[src/rtl/encoder16x4_drain.sv]
// Sequential 16-to-4 priority encoder: drains a request vector one set-bit index per beat.
// Latency: first index valid the cycle after acceptance, then 1 index/cycle while out_ready=1.
// Backpressure: out/out_last hold while out_valid && !out_ready; err port only with ENC_ONEHOT_CHK_EN.
module encoder16x4_drain #(
  parameter int N_IN         = 16,
  parameter int W_OUT        = 4,
  parameter bit PRIORITY_LSB = 1'b1
) (
  input  logic             clk,
  input  logic             rst,
  input  logic             in_valid,
  output logic             in_ready,
  input  logic [N_IN-1:0]  in,
  output logic             out_valid,
  input  logic             out_ready,
  output logic [W_OUT-1:0] out,
  output logic             out_last,
  output logic             busy
`ifdef ENC_ONEHOT_CHK_EN
  ,
  output logic             err
`endif
);

  typedef enum logic [0:0] {IDLE, DRAIN} state_t;

  state_t            state, state_d;
  logic [N_IN-1:0]   pending, pending_d;
  logic [W_OUT-1:0]  out_d;
  logic              out_last_d;
  logic              out_valid_d;
  logic              accept;

  function automatic logic [W_OUT-1:0] prio_idx(input logic [N_IN-1:0] v);
    prio_idx = '0;
    // Last match wins, so scan order picks the priority end.
    if (PRIORITY_LSB) begin
      for (int i = N_IN - 1; i >= 0; i--)
        if (v[i]) prio_idx = W_OUT'(i);
    end else begin
      for (int i = 0; i < N_IN; i++)
        if (v[i]) prio_idx = W_OUT'(i);
    end
  endfunction

  function automatic logic single_bit(input logic [N_IN-1:0] v);
    single_bit = (v != '0) && ((v & (v - N_IN'(1))) == '0);
  endfunction

  assign in_ready = (state == IDLE);
  assign accept   = in_ready && in_valid;

  always_comb begin
    state_d   = state;
    pending_d = pending;
    case (state)
      IDLE: begin
        if (accept && (in != '0)) begin
          pending_d = in;
          state_d   = DRAIN;
        end
      end
      DRAIN: begin
        if (out_ready) begin
          pending_d = pending & ~(N_IN'(1) << out);
          if (out_last) state_d = IDLE;
        end
      end
      default: state_d = IDLE;
    endcase
    // Outputs are registered from the next pending value, so they reflect it one cycle later.
    out_valid_d = (state_d == DRAIN);
    out_d       = out_valid_d ? prio_idx(pending_d) : '0;
    out_last_d  = out_valid_d && single_bit(pending_d);
  end

  always_ff @(posedge clk) begin
    if (rst) begin
      state     <= IDLE;
      pending   <= '0;
      out       <= '0;
      out_last  <= 1'b0;
      out_valid <= 1'b0;
      busy      <= 1'b0;
    end else begin
      state     <= state_d;
      pending   <= pending_d;
      out       <= out_d;
      out_last  <= out_last_d;
      out_valid <= out_valid_d;
      busy      <= out_valid_d;
    end
  end

`ifdef ENC_ONEHOT_CHK_EN
  always_ff @(posedge clk) begin
    if (rst) err <= 1'b0;
    else     err <= accept && ((in & (in - N_IN'(1))) != '0);
  end
`endif

endmodule

[config.mk]
export PLATFORM = sky130hd
export DESIGN_NAME = encoder16x4_drain
export DESIGN_NICKNAME = d
export VERILOG_FILES = /design/src/rtl/encoder16x4_drain.sv
export SDC_FILE = /design/constraint.sdc
export NUM_CORES = 1
export LEC_CHECK = 0
export BUFFER_PORTS_ARGS = -buffer_cell sky130_fd_sc_hd__clkbuf_2
export CELL_PAD_IN_SITES_DETAIL_PLACEMENT = 1
export CELL_PAD_IN_SITES_GLOBAL_PLACEMENT = 2
export CORE_MARGIN = 2
export CORE_UTILIZATION = 35
export CTS_CLUSTER_DIAMETER = 200
export DETAILED_ROUTE_END_ITERATION = 6
export PLACE_DENSITY = 0.85
export SETUP_SLACK_MARGIN = 0.05
export SYNTH_ARGS = -nofsm -noshare
export SYNTH_HDL_FRONTEND = slang
export SYNTH_SLANG_ARGS = --single-unit
[constraint.sdc]
create_clock -name clk -period 4.2 [get_ports clk]
set_input_delay 0.42 -clock clk [delete_from_list [all_inputs] [get_ports clk]]
set_output_delay 0.42 -clock clk [all_outputs]
set_load 0.02 [all_outputs]
======== Word level (Yosys, flattened, before mapping) ========
Cells that the tools add are included.
Widths: inputs -> output; s select.
storage, ports and cells
  flip-flop bits (word level) ............. 22
  input port bits ......................... 20
  output and inout bits ................... 8
  word-level logic and storage cells ...... 47
cells by class
  add/sub/neg operators ................... 1
  shifts and indexed selects .............. 1
  mux-type cells .......................... 22
  bitwise logic cells ..................... 5
  reductions and logical operators ........ 11
operator list
  kind                   number
  $and 16x16->16         2
  $mux 16                2
  $mux 4                 8
  $pmux 16 s2            1
  $reduce_bool 16->1     2
  $logic_not 16->1       1
  $not 16->16            1
  $shl 1x4->16 const A   1
  $sub 16x1->16 const B  1
  $mux 3                 4
  $reduce_or 10->1       1
  $reduce_or 6->1        1
  $logic_and 1x1->1      4
  $mux 1                 4
  $mux 2                 2
  $reduce_or 4->1        1
  $reduce_or 3->1        1
  $not 1->1              2
  $pmux 1 s2             1

======== Longest topological paths before layout ========
  depth after elaboration ................. 20
  depth in mapped cells ................... 9

======== Least setup slack after synthesis ========
Ideal clock, no wire load.
  path type ............................... register -> register
  start point ............................. register state
  end point ............................... register out_last
  arrival ................................. 2.049 ns
  required time ........................... 4.064 ns
  path slack .............................. 2.015 ns
  stages on the path, launching flop included .. 9
  buffers on the path ..................... 1
  cell sequence ........................... dfxtp_1 buf_4 nand4bb_1 o32a_1 a21oi_1 a22oi_1 nor4_2 mux2i_1 a311oi_2
on the way
  cells in the longest elaborated chain, start to end .. 10
RTL lines
  element                 line  text
  start, declared         27    state_t state, state_d;
  start signal, assigned  86    state <= state_d;
  $not 1->1               n/a
  $logic_and 1x1->1       51    assign accept = in_ready && in_valid;
  $logic_and 1x1->1       58    if (accept && (in != '0)) begin
  $mux 16                 58
  $pmux 16 s2             56    case (state)
  $sub 16x1->16           47    single_bit = (v != '0) && ((v & (v - N_IN'(1))) == '0);
  $and 16x16->16          47
  $logic_not 16->1        47
  $logic_and 1x1->1       47
  $logic_and 1x1->1 (*)   74    out_last_d = out_valid_d && single_bit(pending_d);
  end signal, assigned    89    out_last <= out_last_d;
  end, declared           17    output logic out_last,
Every way passes the cells marked *; elsewhere a longest branch is shown, timed or not.
A chain may end at the register's enable or synchronous reset.

======== Worst setup path in the final report ========
  start point ............................. input port in[8]
  end point ............................... register out_last
on the way
  cells in the longest elaborated chain, start to end .. 9
RTL lines
  element                line  text
  start, declared        13    input logic [N_IN-1:0] in,
  $reduce_bool 16->1     58
  $logic_and 1x1->1      58
  $mux 16                58
  $pmux 16 s2            56
  $sub 16x1->16          47
  $and 16x16->16         47
  $logic_not 16->1       47
  $logic_and 1x1->1      47
  $logic_and 1x1->1 (*)  74
Marks and branches as above.

==> run metrics <==
Synth Cell Area=1720 um2; Clk pwr share=24.6%; Die Y=roughly 74 um; Die Width=between 70 and 80 um; core box area=~4700 um2; Routed WL=approximately 6000 um; Synth Area in Compound Gates=approximately a third; initial antenna violation count=0; Filler Cell Count=slightly below 600; TritonCTS Buffers=3; CTS sink cnt=22; ANT cells=0; worst hold stages=3; largest net degree at the start of global routing=27; number of global-route vias before repair=between 1500 and 2000; final cell utilization of the core=40.4%; Post-synth EDFFs=0; post-synthesis mux area share=5.54%; r2r worst-path depth=6; area grow syn2layout=11.1%; insertion delay to the later sink of the worst-skew pair=0.27 ns; sequential share of power=~44%; # setup viols final=0; CTS tree=built; Data arrival, critical path=around 3.2 ns; Switching Power=~0.22 mW; DRT Pass-1 Iters=6; post-synthesis adder-cell area fraction=0.583%; xor and xnor fraction of the mapped netlist area=0%; final-report max-slew violation count=0; static leakage power=0.667 nW; Unique masters post-synth=just under 60; Hold WC Path Type=in2reg; syn_area_per_cell=approximately 7.9 um2; grt ovf=0; Die ar.=roughly 5500 um2; 1st-iter DRT viols=about 110; status=finished, final reports clean; hold_buf cts=0; dpl hpwl=between 4000 and 5000 um; worst-case clock buffer depth=2; FF-to-FF End=out_last; CTS-repair resized insts=0; WHS Endpoint=pending[14]; crit path from=in[8]; Worst-path clk slew=about 0.080 ns; sw frac=approximately 38%; Post-Syn Nets=~240; Worst Skew=around 0.008 ns; Residual DRC=0; crit end category=flip-flop; YS warnings=0; post-DR wirelength/cell=slightly below 20 um; Final nets=257; GRT Resource Usage Total=between 20% and 30%; hold_sp=in[14]; WP data required=between 4 and 5 ns; GP Congestion=roughly 0.84; worst slew pin tran=approximately 0.78 ns; startpoint types=primary input; Max-Cap Viols=0; fin crit share=slightly above 70%; initial core utilization=about 36%; RSZ-0062 raised after global routing=no; worst-path fanout max=16; most common cell after layout, fill and taps aside=nor2_1; most frequent cells in the layout=nor2_1, clkbuf_2, dfxtp_1; H-tree depth=1; number of nets with antenna violations after routing=0; Power Density=around 300 nW/um2; IO Count=28; ys async rst share=0%; share of cells above drive strength 1=between 20% and 30%; # port buffers=27; vias per cell=6.09; R2R Path Start=out[1]; Hold Vio Cnt, Final=0; Rel. slew slack=between 40% and 50%; Yosys reg bits=22; Rows=25; cells after synthesis=218; Setup Buffers After CTS=0; fin crit period=3.05 ns; CP Class=in2reg; first-pass GRT wire length=approximately 9400 um; internal power=~0.36 mW; Comb power frac=31.8%; Post-Synth Simple-Gate Area=a little under a third; setup TNS after final layout=0 ns; CTS Root Cell=clkbuf_8; f_max=about 330 MHz; largest family of logic cells by synthesized area=compound AO/OA/AOI/OAI gates; Seq/Total Area, Yosys=roughly 26%; Reg2Reg Setup Slack=1.48 ns; VDD IR max=around 0.10 mV; Synth Flop Type=dfxtp_1; total number of vias=about 1800
cells by family (layout without fill, tap and decap cells):
logic type | count (synthesis) | in the layout
simple gates | 93 | 93
compound gates | 77 | 77
flops | 22 | 22
buf+inv | 16 | 33
mux | 9 | 9
fa+ha+maj | 1 | 1
stage by stage:
| stage | setup slack (ns) | instances | hold slack, ns | cell area, um2 | power, mW |
|---|---|---|---|---|---|
| after floorplan | 2.02 | 218 | 0.500 | 1720 | 0.372 |
| after global placement | 0.996 | 299 | 0.524 | 1870 | 0.430 |
| after detailed placement | 0.921 | 299 | 0.526 | 1870 | 0.432 |
| after CTS | 1.18 | 302 | 0.430 | 1910 | 0.570 |
| after global routing | 1.03 | 302 | 0.447 | 1910 | 0.602 |
| final | 1.15 | 302 | 0.434 | 1910 | 0.572 |
cell usage after synthesis (3+ instances only):
cell type | n | area [um2]
nand3_1 | 7 | 35.0
o21ai_0 | 16 | 80.1
dfxtp_1 | 22 | 440
nor2b_1 | 3 | 18.8
nor2_1 | 30 | 113
nor4_1 | 5 | 31.3
mux2i_1 | 5 | 50.1
a31oi_1 | 5 | 31.3
nand2_1 | 14 | 52.6
a21oi_1 | 20 | 100
a22oi_1 | 3 | 22.5
nor3_1 | 6 | 30.0
buf_4 | 3 | 22.5
clkbuf_1 | 6 | 22.5
buf_2 | 4 | 20.0
and3_1 | 3 | 18.8
nand2b_1 | 3 | 18.8
o211ai_1 | 4 | 30.0
and2_1 | 3 | 18.8
o221ai_1 | 3 | 26.3
mux2_2 | 4 | 45.0
power groups by stage:
stage	Sequential, mW	Combinational [mW]	Clock, mW
final	0.250	0.182	0.141
after global routing	0.253	0.198	0.151
after CTS	0.249	0.180	0.141
after detailed placement	0.253	0.179	0
after global placement	0.253	0.178	0
after floorplan	0.243	0.129	0
worst max path at each step:
stage	endpoint	slack, ns	cells past startpoint
6_report	out_last	1.15	8
2_1_floorplan	out_last	2.02	8
4_1_cts	out_last	1.18	8
3_5_place_dp	out_last	0.92	8
5_1_grt	out_last	1.03	8
3_3_place_gp	out_last	1.0	8
sequential cells by signal, indices dropped and copies added (netlist names):
signal and cells:
out 4, out_last 1, pending 16, state 1
metal layers:
layer / vias up / track usage, % / part of all wire, %
li1: 882 / - / -
met1: 888 / 33.5 / 48
met2: 64 / 35.9 / 46
met3: 5 / 1.76 / 5.2
met4: 0 / 5.45 / 0.94
met5: - / 0 / 0
final cells by class:
class                           count  area, um2  share of cell area, %
Tap cell                           67       83.8                   4.39
Inverter                            2       7.51                  0.393
Timing Repair Buffer               28        143                   7.47
Clock buffer                        3       41.3                   2.16
Sequential cell                    22        440                   23.1
Multi-Input combinational cell    180       1190                   62.5
critical path: stages:
cell and delay, ns:
clkbuf_2 0.10, nor4_1 0.58, nand4_2 0.59, nand2_1 0.56, mux2_2 0.43, nor4b_1 0.16
o211ai_1 0.24, a311oi_2 0.12
Note: power is estimated with default switching activity, not from simulation.
